**config.mk**
```make
export PLATFORM = sky130hd
export DESIGN_NAME = acc_axis_averager
export DESIGN_NICKNAME = d
export VERILOG_FILES = /design/src/rtl/acc_axis_averager.sv
export SDC_FILE = /design/constraint.sdc
export NUM_CORES = 1
export LEC_CHECK = 0
export ABC_AREA = 0
export CORE_UTILIZATION = 40
export CTS_BUF_LIST = sky130_fd_sc_hd__clkbuf_16
export DETAILED_ROUTE_END_ITERATION = 10
export PLACE_DENSITY = 0.58
export SLEW_MARGIN = 5
export SYNTH_ARGS = -nofsm -noshare
export SYNTH_HDL_FRONTEND = slang
export SYNTH_SLANG_ARGS = --single-unit
```
**constraint.sdc**
```tcl
create_clock -name clk -period 10.04 [get_ports clk]
set_clock_uncertainty 0.1 [all_clocks]
set_input_delay 2.008 -clock clk [delete_from_list [all_inputs] [get_ports clk]]
set_output_delay 2.008 -clock clk [all_outputs]
set_load 0.1 [all_outputs]
```
**src/rtl/acc_axis_averager.sv**
```systemverilog
// Moving-average filter for accelerometer x/y/z samples over the last 2**LOG2_DEPTH samples.
// Each accepted sample walks IDLE -> UPDATE -> OUTPUT and produces one registered average per axis.
module acc_axis_averager #(
    parameter int DATA_W     = 16,
    parameter int LOG2_DEPTH = 3
) (
    input  logic                  clk,
    input  logic                  rst,
    input  logic                  clear,
    input  logic                  done_read,
    input  logic [DATA_W-1:0]     x_axis,
    input  logic [DATA_W-1:0]     y_axis,
    input  logic [DATA_W-1:0]     z_axis,
    output logic [DATA_W-1:0]     x_avg,
    output logic [DATA_W-1:0]     y_avg,
    output logic [DATA_W-1:0]     z_avg,
    output logic                  avg_valid,
    output logic                  filled,
    output logic [LOG2_DEPTH:0]   sample_count,
    output logic                  overrun
);
    localparam int DEPTH = 2 ** LOG2_DEPTH;
    localparam int SUM_W = DATA_W + LOG2_DEPTH;
    localparam logic [LOG2_DEPTH:0] CNT_MAX = (LOG2_DEPTH + 1)'(DEPTH);

    typedef enum logic [1:0] {IDLE = 2'd0, UPDATE = 2'd1, OUTPUT = 2'd2} state_t;
    state_t state, state_nxt;

    logic                     done_read_q;
    logic                     sample_evt;
    logic                     flush;
    logic [LOG2_DEPTH-1:0]    wr_ptr;
    logic signed [DATA_W-1:0] hist_x [DEPTH];
    logic signed [DATA_W-1:0] hist_y [DEPTH];
    logic signed [DATA_W-1:0] hist_z [DEPTH];
    logic signed [DATA_W-1:0] new_x_p0, new_y_p0, new_z_p0;
    logic signed [DATA_W-1:0] old_x_p0, old_y_p0, old_z_p0;
    logic signed [SUM_W-1:0]  sum_x_p1, sum_y_p1, sum_z_p1;

    function automatic logic signed [SUM_W-1:0] sext(input logic signed [DATA_W-1:0] v);
        return {{LOG2_DEPTH{v[DATA_W-1]}}, v};
    endfunction

    // Arithmetic shift floors toward -inf; the window sum always fits back into DATA_W.
    function automatic logic signed [DATA_W-1:0] window_mean(input logic signed [SUM_W-1:0] s);
        logic signed [SUM_W-1:0] q;
        q = s >>> LOG2_DEPTH;
        return q[DATA_W-1:0];
    endfunction

    assign flush      = rst | clear;
    assign sample_evt = done_read & ~done_read_q;
    assign filled     = (sample_count == CNT_MAX);

    always_comb begin
        state_nxt = state;
        case (state)
            IDLE:    if (sample_evt) state_nxt = UPDATE;
            UPDATE:  state_nxt = OUTPUT;
            OUTPUT:  state_nxt = IDLE;
            default: state_nxt = IDLE;
        endcase
    end

    // The edge register tracks done_read even during flush, so a level held across reset is not a new sample.
    always_ff @(posedge clk) begin
        done_read_q <= done_read;
        if (flush) state <= IDLE;
        else       state <= state_nxt;
    end

    always_ff @(posedge clk) begin
        if (flush) begin
            wr_ptr       <= '0;
            sample_count <= '0;
            avg_valid    <= 1'b0;
            overrun      <= 1'b0;
            x_avg        <= '0;
            y_avg        <= '0;
            z_avg        <= '0;
            new_x_p0     <= '0;
            new_y_p0     <= '0;
            new_z_p0     <= '0;
            old_x_p0     <= '0;
            old_y_p0     <= '0;
            old_z_p0     <= '0;
            sum_x_p1     <= '0;
            sum_y_p1     <= '0;
            sum_z_p1     <= '0;
            for (int i = 0; i < DEPTH; i++) begin
                hist_x[i] <= '0;
                hist_y[i] <= '0;
                hist_z[i] <= '0;
            end
        end else begin
            avg_valid <= 1'b0;
            overrun   <= sample_evt && (state != IDLE);
            case (state)
                // p0: capture the new sample and the one it evicts
                IDLE: begin
                    if (sample_evt) begin
                        new_x_p0 <= x_axis;
                        new_y_p0 <= y_axis;
                        new_z_p0 <= z_axis;
                        old_x_p0 <= hist_x[wr_ptr];
                        old_y_p0 <= hist_y[wr_ptr];
                        old_z_p0 <= hist_z[wr_ptr];
                    end
                end
                // p1: running window sums and history write-back
                UPDATE: begin
                    sum_x_p1       <= sum_x_p1 - sext(old_x_p0) + sext(new_x_p0);
                    sum_y_p1       <= sum_y_p1 - sext(old_y_p0) + sext(new_y_p0);
                    sum_z_p1       <= sum_z_p1 - sext(old_z_p0) + sext(new_z_p0);
                    hist_x[wr_ptr] <= new_x_p0;
                    hist_y[wr_ptr] <= new_y_p0;
                    hist_z[wr_ptr] <= new_z_p0;
                    wr_ptr         <= wr_ptr + 1'b1;
                    if (sample_count != CNT_MAX) sample_count <= sample_count + 1'b1;
                end
                // p2: registered averages
                OUTPUT: begin
                    x_avg     <= window_mean(sum_x_p1);
                    y_avg     <= window_mean(sum_y_p1);
                    z_avg     <= window_mean(sum_z_p1);
                    avg_valid <= 1'b1;
                end
                default: ;
            endcase
        end
    end
endmodule

```
==> run summary <==
====================================================================================================
Commonest non-fill, non-tap cell in the layout                                              edfxtp_1
Floorplan row count                                                                               98
Number of antenna-violating nets in the routed design                                              0
Number of vias after detailed routing                                                          19458
Number of detailed-route iterations in the first pass                                              5
Met3 WL                                                                                      4560 um
Met2 WL                                                                                     31700 um
Cell at the root of the clock tree                                                         clkbuf_16
Global-route wire length before repair                                                     111000 um
Initial core utilization                                                                       0.404
Kind of critical path                                                                   input port to flop
Final weighted congestion in routability-driven placement                                      0.841
CTS tree                                                                                         yes
Area occupied by multi-input gates                                                       0.0115 mm^2
Hold-fix buffers at CTS                                                                            0
Minimum clock period                                                                         5.71 ns
#FFs+latches synth                                                                               597
Wl on met1                                                                                  33800 um
Total GRT Usage                                                                                0.194
Most used cells in the layout excluding fill and tap cells                              384 x edfxtp_1, 289 x nand2_1, 210 x dfxtp_1, 188 x inv_1, 182 x nor4_1
Top cells by area in the synthesized netlist                                            edfxtp_1 40%, dfxtp_1 15%, mux4_2 7.5%
Critical Path End Type                                                                          flop
Post-CTS setup buffers                                                                             0
Die outline area                                                                         0.0731 mm^2
Worst EP required                                                                           10.21 ns
Worst hold path class                                                                   flop to flop
Final core area utilization                                                                    0.455
Number of design rule violations left after detail routing                                         0
Buffers from clock root to sink, at most                                                           3
Fin Setup TNS                                                                                   0 ns
Antenna diode count                                                                                0
Total of warnings raised by yosys                                                                  0
Die outline width                                                                             270 um
Maximum number of pins on one net before global-route repair                                     181
Period utilisation layout                                                                      0.569
Share of Yosys cell area claimed by the top area cell type                                     0.400
Count of different cell masters after synthesis                                                   80
Total area of sequential cells                                                           0.0158 mm^2
CP bufs+invs                                                                                       4
Max H-tree Level                                                                                   2
Routed wire length per instance                                                              20.2 um
Number of antenna violations at the first check in global routing                                  1
Share of synthesized area occupied by flip-flops and latches                                   0.548
Kind of start point of the critical path                                                  input port
Total grt overflow                                                                                 0
Number of enable flip-flop cells after synthesis                                                 384
Worst-case vdd ir drop                                                                      0.151 mV
Total of max-cap violations                                                                        0
Largest fanout on the critical path                                                               84
Synthesis-to-layout area growth                                                                12.6%
Slowest stage cell on the critical path                                                        buf_4
Number of endpoints with negative hold slack in the final report                                   0
Count of endpoints failing setup in the final report                                               0
Power Total                                                                                  5360 uW
Worst Max-Slew Pin Slew                                                                      1.22 ns
Family with the most delay on the worst path                                            simple AND/OR/NAND/NOR gates
Top-level port count                                                                             107
Power density normalized to cell area                                                    165 mW/mm^2
Max-slew violations                                                                                0
Total number of clock tree sinks                                                                 597
Gates resized, CTS repair                                                                          0
Die Span Y                                                                                    270 um
Cells after synthesis                                                                           2530
Highest attainable clock frequency                                                         0.175 GHz
Proportion of register bits with asynchronous set or reset after synthesis                         0
Clock-pin slew reported for the worst setup and hold paths after clock tree synthesis        0.06 ns
Via-per-instance ratio                                                                          5.51
Area of the core                                                                         0.0714 mm^2
Nets                                                                                            2700
Worst-Skew Late Latency                                                                      0.63 ns
Layout cells sized above 1                                                                    0.0937
Post-Syn Nets                                                                                   2699
Slowest cell delay on critical path                                                          0.57 ns
Critical Path AT                                                                             5.88 ns
Avg Inst Size Synth                                                                        11.4 um^2
Predominant post-synthesis flop cell                                                        edfxtp_1
PortBufs                                                                                         106
Unrepaired setup endpoints after global routing                                                false
Clock buffers created by TritonCTS                                                                60
Aggregate routed wire length                                                                71500 um
Result of the run                                                                       finished, final reports clean
Vias in the first global route                                                                 18968
Relative slew slack                                                                            0.187
Ordered list of cells on the worst path                                                 clkdlybuf4s50_1, nor2_1, buf_4, nand2_8, inv_2, nand2_8, nor3_1, nand2b_2, buf_4
Uppermost layer routed                                                                          met4
Iter 0 DRT Violations                                                                           1600
Leading area contributor after synthesis                                                    edfxtp_1
Estimated wirelength of the detail-placed design                                            44500 um
Number of filler cells placed in the layout                                                     6678
Leakage power summed over all cells                                                        0.0112 uW
Synthesized area                                                                         0.0288 mm^2
====================================================================================================
==> layer usage <==
metal,track usage,vias up
li1,-,9192
met1,0.288,9598
met2,0.296,576
met3,0.0306,92
met4,0.0458,0
met5,0,-
==> cell usage after synthesis, drive strengths merged, types with 12 or more instances <==
| cell | instances |
|---|---|
| inv | 176 |
| nor4 | 183 |
| buf | 75 |
| nand2b | 13 |
| mux4 | 96 |
| and2 | 73 |
| dfxtp | 213 |
| clkinv | 45 |
| nor3 | 151 |
| o21ai | 41 |
| xnor2 | 18 |
| ha | 63 |
| nand4 | 12 |
| xor2 | 20 |
| nand3 | 21 |
| fa | 54 |
| edfxtp | 384 |
| a21oi | 175 |
| clkbuf | 116 |
| nor2 | 90 |
| mux2i | 54 |
| nand2 | 292 |
| a211oi | 54 |
| a21o | 27 |
==> stage by stage <==
step | hold WS (ns) | std cells | instance area, um^2 | setup slack [ns]
after floorplan | 0.332 | 2530 | 28800 | 3.14
after global placement | 0.342 | 3419 | 30600 | 3.77
after detailed placement | 0.347 | 3419 | 30600 | 3.70
after CTS | 0.355 | 3532 | 32500 | 4.38
after global routing | 0.369 | 3532 | 32500 | 4.15
final | 0.354 | 3532 | 32500 | 4.33
==> sequential cells by signal (all words and copies together), names as in the netlist, 2 cells and up <==
signal	count
old_y_p0	16
old_x_p0	16
state	2
sample_count	4
wr_ptr	3
old_z_p0	16
new_z_p0	16
hist_x	128
x_avg	16
new_y_p0	16
sum_x_p1	19
z_avg	16
sum_y_p1	19
sum_z_p1	19
hist_z	128
y_avg	16
new_x_p0	16
hist_y	128
==> final cells by class <==
cell class	instances	area share
repair buffers	131	0.0392
clock buffers	61	0.0470
clock inverters	52	0.0109
well taps	950	0.0366
inverters	221	0.0256
flip-flops and latches	597	0.487
multi-input cells	1520	0.354
==> where the power goes <==
part | switching [uW] | internal [uW]
combinational | 289 | 182
clock | 968 | 1200
sequential | 34.0 | 2680
==> worst reg2reg max path: cells and delay by family (launching register included) <==
family,cells,cell delay (ns)
flops,1,0.50
simple gates,5,1.97
buf+inv,2,1.12
==> final timing paths <==
check,end,start,cells after the start,slack (ns)
hold reg to reg,z_avg[15],z_avg[15],2,0.35
setup / recovery,hist_z[4][10],clear,9,4.33
hold / removal,z_avg[15],z_avg[15],2,0.35
setup reg to reg,hist_z[4][10],state[0],7,5.95
==> cell families after synthesis <==
family,Yosys count,synth area share
adder cells (fa/ha/maj),117,0.0649
XOR/XNOR,38,0.0116
AND/OR/NAND/NOR,872,0.151
flip-flops,597,0.548
multiplexers,150,0.0938
buffers and inverters,413,0.0583
AO/OA/AOI/OAI,343,0.0726
(Power assumes the default switching activity.)
